<file path="src/rtl/mem_access_ctrl.sv">
// MEM-stage data-memory access controller: steers store bytes onto a ready-handshaked
// bus, stalls the pipeline until the bus completes, and returns aligned/extended load data.
module mem_access_ctrl #(
    parameter int ADDR_WIDTH = 32,
    parameter int DATA_WIDTH = 32
) (
    input  logic                      clk,
    input  logic                      rst,
    input  logic                      mem_read_flag,
    input  logic                      mem_write_flag,
    input  logic                      mem_sign_ext_flag,
    input  logic [DATA_WIDTH/8-1:0]   mem_sel,
    input  logic [DATA_WIDTH-1:0]     mem_write_data,
    input  logic [ADDR_WIDTH-1:0]     mem_addr,
    input  logic                      flush,
    output logic                      bus_en,
    output logic [DATA_WIDTH/8-1:0]   bus_we,
    output logic [ADDR_WIDTH-1:0]     bus_addr,
    output logic [DATA_WIDTH-1:0]     bus_wdata,
    input  logic [DATA_WIDTH-1:0]     bus_rdata,
    input  logic                      bus_ready,
    output logic                      stall_req,
    output logic [DATA_WIDTH-1:0]     load_data,
    output logic                      load_valid,
    output logic                      addr_err_load,
    output logic                      addr_err_store
);
    localparam int BE_W  = DATA_WIDTH / 8;
    localparam int OFF_W = $clog2(BE_W);

    // Bus handshake: bus_en/bus_we/bus_addr/bus_wdata are held stable from the first
    // BUSY cycle until the cycle in which bus_ready=1; that cycle completes the transfer.
    typedef enum logic [1:0] {S_IDLE, S_BUSY, S_DONE} state_t;
    typedef enum logic [1:0] {SZ_BYTE, SZ_HALF, SZ_WORD} size_t;

    state_t state, state_next;

    logic [OFF_W-1:0]      off;
    logic                  access;
    logic                  misaligned;
    logic                  launch;
    logic                  err_cand;
    size_t                 size_in;
    logic [BE_W-1:0]       we_in;
    logic [DATA_WIDTH-1:0] wdata_in;

    logic [ADDR_WIDTH-1:0] addr_q;
    logic [BE_W-1:0]       we_q;
    logic [DATA_WIDTH-1:0] wdata_q;
    size_t                 size_q;
    logic                  sx_q;
    logic                  is_load_q;
    logic                  flushed_q;
    logic [OFF_W-1:0]      off_q;
    logic [DATA_WIDTH-1:0] load_q;
    logic [DATA_WIDTH-1:0] rd_shift;
    logic [DATA_WIDTH-1:0] rd_ext;

    assign off        = mem_addr[OFF_W-1:0];
    assign access     = (mem_read_flag || mem_write_flag) && (mem_sel != '0);
    assign misaligned = ((mem_sel == BE_W'(3)) && off[0]) ||
                        ((mem_sel == '1) && (off != '0));
    assign launch     = (state == S_IDLE) && access && !misaligned && !flush;
    assign err_cand   = (state == S_IDLE) && access && misaligned && !flush;

    assign addr_err_load  = err_cand && mem_read_flag;
    assign addr_err_store = err_cand && mem_write_flag && !mem_read_flag;
    assign load_data      = load_q;

    always_comb begin
        size_in = SZ_BYTE;
        if (mem_sel == '1)
            size_in = SZ_WORD;
        else if (mem_sel[1])
            size_in = SZ_HALF;
    end

    always_comb begin
        we_in = mem_write_flag ? BE_W'(mem_sel << off) : '0;
        case (size_in)
            SZ_BYTE: wdata_in = {BE_W{mem_write_data[7:0]}};
            SZ_HALF: wdata_in = {(BE_W/2){mem_write_data[15:0]}};
            default: wdata_in = mem_write_data;
        endcase
    end

    // Load extraction works on the registered offset/size of the in-flight access.
    always_comb begin
        rd_shift = bus_rdata >> {off_q, 3'b000};
        case (size_q)
            SZ_BYTE: rd_ext = {{(DATA_WIDTH-8){sx_q & rd_shift[7]}}, rd_shift[7:0]};
            SZ_HALF: rd_ext = {{(DATA_WIDTH-16){sx_q & rd_shift[15]}}, rd_shift[15:0]};
            default: rd_ext = bus_rdata;
        endcase
    end

    always_ff @(posedge clk) begin
        if (rst)
            state <= S_IDLE;
        else
            state <= state_next;
    end

    always_comb begin
        state_next = state;
        stall_req  = 1'b0;
        bus_en     = 1'b0;
        bus_we     = '0;
        bus_addr   = '0;
        bus_wdata  = '0;
        load_valid = 1'b0;
        case (state)
            S_IDLE: begin
                stall_req = launch;
                if (launch)
                    state_next = S_BUSY;
            end
            S_BUSY: begin
                stall_req = 1'b1;
                bus_en    = 1'b1;
                bus_we    = we_q;
                bus_addr  = addr_q;
                bus_wdata = wdata_q;
                if (bus_ready)
                    state_next = S_DONE;
            end
            S_DONE: begin
                load_valid = is_load_q && !flushed_q && !flush;
                state_next = S_IDLE;
            end
            default: state_next = S_IDLE;
        endcase
    end

    always_ff @(posedge clk) begin
        if (rst) begin
            addr_q    <= '0;
            we_q      <= '0;
            wdata_q   <= '0;
            size_q    <= SZ_BYTE;
            sx_q      <= 1'b0;
            is_load_q <= 1'b0;
            flushed_q <= 1'b0;
            off_q     <= '0;
            load_q    <= '0;
        end else begin
            if (launch) begin
                addr_q    <= {mem_addr[ADDR_WIDTH-1:OFF_W], {OFF_W{1'b0}}};
                we_q      <= we_in;
                wdata_q   <= wdata_in;
                size_q    <= size_in;
                sx_q      <= mem_sign_ext_flag;
                is_load_q <= mem_read_flag;
                flushed_q <= 1'b0;
                off_q     <= off;
            end
            // A flush while BUSY lets the bus finish but cancels the writeback.
            if (state == S_BUSY && flush)
                flushed_q <= 1'b1;
            if (state == S_BUSY && bus_ready)
                load_q <= rd_ext;
        end
    end
endmodule
</file>
<file path="config.mk">
export PLATFORM = sky130hd
export DESIGN_NAME = mem_access_ctrl
export DESIGN_NICKNAME = d
export VERILOG_FILES = /design/src/rtl/mem_access_ctrl.sv
export SDC_FILE = /design/constraint.sdc
export NUM_CORES = 1
export LEC_CHECK = 0
export CELL_PAD_IN_SITES_DETAIL_PLACEMENT = 1
export CELL_PAD_IN_SITES_GLOBAL_PLACEMENT = 1
export CORE_MARGIN = 2
export CORE_UTILIZATION = 28
export DETAILED_ROUTE_END_ITERATION = 10
export PLACE_DENSITY = 0.77
export SLEW_MARGIN = 20
export SYNTH_ARGS = -nofsm -noshare
export SYNTH_HDL_FRONTEND = slang
export SYNTH_SLANG_ARGS = --single-unit
</file>
<file path="constraint.sdc">
create_clock -name clk -period 2.2 [get_ports clk]
set_input_delay 0.44 -clock clk [delete_from_list [all_inputs] [get_ports clk]]
set_output_delay 0.44 -clock clk [all_outputs]
set_load 0.02 [all_outputs]
</file>
==> results.cfg <==
[run_status]
status = finished, violations left
violations = negative setup slack

[floorplanning]
dieArea_um2 = 20100
io_pins = 212
die_h_um = 142
initial_core_util = 0.284
die_w_um = 142
core_um2 = 18600
rows = 50

[yosys]
yosysTopAreaCell = dfxtp_1
synth_area_leaders = dfxtp_1 (40%), a21oi_1 (8.4%), and2_1 (8.0%)
synth_common_cells = dfxtp_1 (107), a21oi_1 (89), and2_1 (68)
yosysUniqueCellTypes = 47
yosys_warnings = 0
synth_seq_cells = 107
synthArstFlopShare = 0
synth_ff_type = dfxtp_1
netlist_area_um2 = 5300
avgSynthCellArea_um2 = 7.87
netlist.area_leader.share = 0.404
synth_edf_count = 0
ys_seq_area_frac = 0.404
synth.most_common_cell = dfxtp_1
syn_inst = 674

[timing]
setup_violations = 1
skew_ns = 0.0120
fin_crit_sh = 1.02
maxSlewViolCount = 0
fmax_mhz = 444
finalHoldViolCount = 0
tightest_slew_ns = 0.625
maxSlewHeadroom = 0.584
fin_crit_ns = 2.25
rsz0062_at_grt = true
postLayoutSetupSlackWorst_ns = -0.0518

[place]
gp_congestion = 0.805
port_buffers = 209
dpl.hpwl_um = 14500
placed_area_um2 = 7830

[clock_network]
clk_path_buf_depth = 2
cts_sinks = 107
root_buffer = clkbuf_16
cts.htree.levels = 3
clkTransAtPathRegs_ns = 0.08
cts_buffers = 9
clock_latency_ns = 0.35
cts_tree = built

[detailed_routing]
ant_nets = 0
drc_errors = 0
avgRoutedWirePerCell_um = 18.4
firstDrtPassIters = 4
drtIter0Drc = 267
route.vias.total = 5744
vias_per_cell = 5.15
totalWireLength_um = 20500

[layout]
final_layout_size_suffix_gt1_frac = 0.193
area_growth_pct = 49.7
fin_util = 0.426
nFillCells = 2257
finish.net_count = 982
seqCellArea_um2 = 2140
finalInstanceArea_um2 = 7940
multi_input_area_um2 = 2950

[setup_path]
cp_max_fo = 3
cp.required_ns = 1.76
worstReg2RegStart = state[0]
endpoint_kind = output pin
cp.arrival_ns = 1.81
crit_type = reg2out
critPathLaunchType = register
cp-startpoint = state[0]

[global_route]
grt_max_degree = 57
grt_pass1_wl_um = 31800
gr-total-overflow = 0
grt_antenna_before_repair = 1
grt_use_total = 0.200
grt_pass1_vias = 5676

[min_path]
hp-class = in2reg
hold_start = rst

[power]
leakagePower_uw = 0.00316
peakVddDrop_v = 0.000351
power.density_nw_per_um2 = 619

[job]
cap_violations = 0
layer usage:
metal  wire length (um)  vias to the layer above  track usage
met3                883                       24       0.0371
met2               9750                      144        0.323
li1                   -                     2802            -
met4                425                        0       0.0689
met5                  0                        -            0
met1               9440                     2774        0.270
cell type report:
type                    instances  area share
repair buffers                261       0.281
multi-input cells             492       0.372
inverters                       4     0.00189
diodes                          1    0.000315
clock buffers                  10      0.0288
clock inverters                 6     0.00914
flip-flops and latches        107       0.270
well taps                     234      0.0369
critical path, stage by stage (launching register included):
cell and delay [ns]:
dfxtp_2 0.33, or2_4 0.25, or4_4 0.52, nor4_4 0.16, buf_4 0.20
path summary, 6_finish.rpt:
path / end / slack, ns / depth (start not counted)
min reg2reg: load_data[6] / 0.46 / 2
min: addr_q[2] / 0.45 / 2
max reg2reg: we_q[0] / 0.13 / 5
max: addr_err_store / -0.05 / 4
power by group:
group	total (uW)	switching [uW]	internal, uW	leakage (uW)
Combinational	1090	572	514	0.00213
Sequential	2130	68.3	2060	0.000875
Clock	1690	794	900	0.000149
flip-flops by register name, summed over array words and instances (netlist names):
| signal | cells |
|---|---|
| addr_q | 30 |
| flushed_q | 1 |
| is_load_q | 1 |
| load_data | 32 |
| off_q | 2 |
| size_q | 2 |
| state | 2 |
| sx_q | 1 |
| wdata_q | 32 |
| we_q | 4 |
metrics by stage:
step | setup TNS [ns] | worst slack, ns | total power [uW] | hold slack (ns) | cells
after floorplan | -0.0250 | -0.0250 | 2700 | 0.434 | 675
after global placement | -33.93 | -0.687 | 3230 | 0.445 | 1093
after detailed placement | -37.82 | -0.762 | 3250 | 0.458 | 1093
after CTS | -0.119 | -0.0971 | 4940 | 0.437 | 1113
after global routing | -0.185 | -0.151 | 5140 | 0.459 | 1115
final | -0.0518 | -0.0518 | 4910 | 0.453 | 1115
timing repair:
action	CTS	global route
pin swaps	3	2
setup buffers	5	1
setup endpoints to repair	130	91
gates resized for setup	120	122
hold buffers	0	0
placed cells by master, fill, tap and decap left out, types with 2 or more instances in the layout:
cell type,netlist,layout
clkdlybuf4s50_1,0,130
dfxtp_1,107,106
a21oi_1,89,88
and2_1,68,67
clkbuf_2,1,64
nand2_1,57,57
o21ai_0,56,56
buf_4,2,45
nand3_1,43,43
nor2_1,38,36
a211oi_1,27,27
nor3_1,16,16
mux2i_1,15,15
clkbuf_16,0,9
a311oi_1,8,8
buf_6,1,8
a21o_1,7,7
a2bb2oi_1,7,7
o221ai_1,7,7
mux2_2,7,7
a31o_2,7,7
dlygate4sd2_1,0,6
a2111oi_0,7,5
nand2b_1,4,4
nand4_1,4,4
nor4_4,0,3
nor2_2,1,3
inv_1,3,3
buf_12,0,3
or4_1,2,2
a2111oi_1,0,2
conb_1,1,2
clkinv_4,0,2
dlymetal6s2s_1,0,2
buf_8,0,2
cells by family after synthesis:
| family | synth area share |
|---|---|
| simple gates | 0.233 |
| compound gates | 0.255 |
| flops | 0.404 |
| buf+inv | 0.0580 |
| mux | 0.0474 |
| xor+xnor | 0.00165 |
| other cells | 0.000707 |
Note: power is estimated with default switching activity, not from simulation.
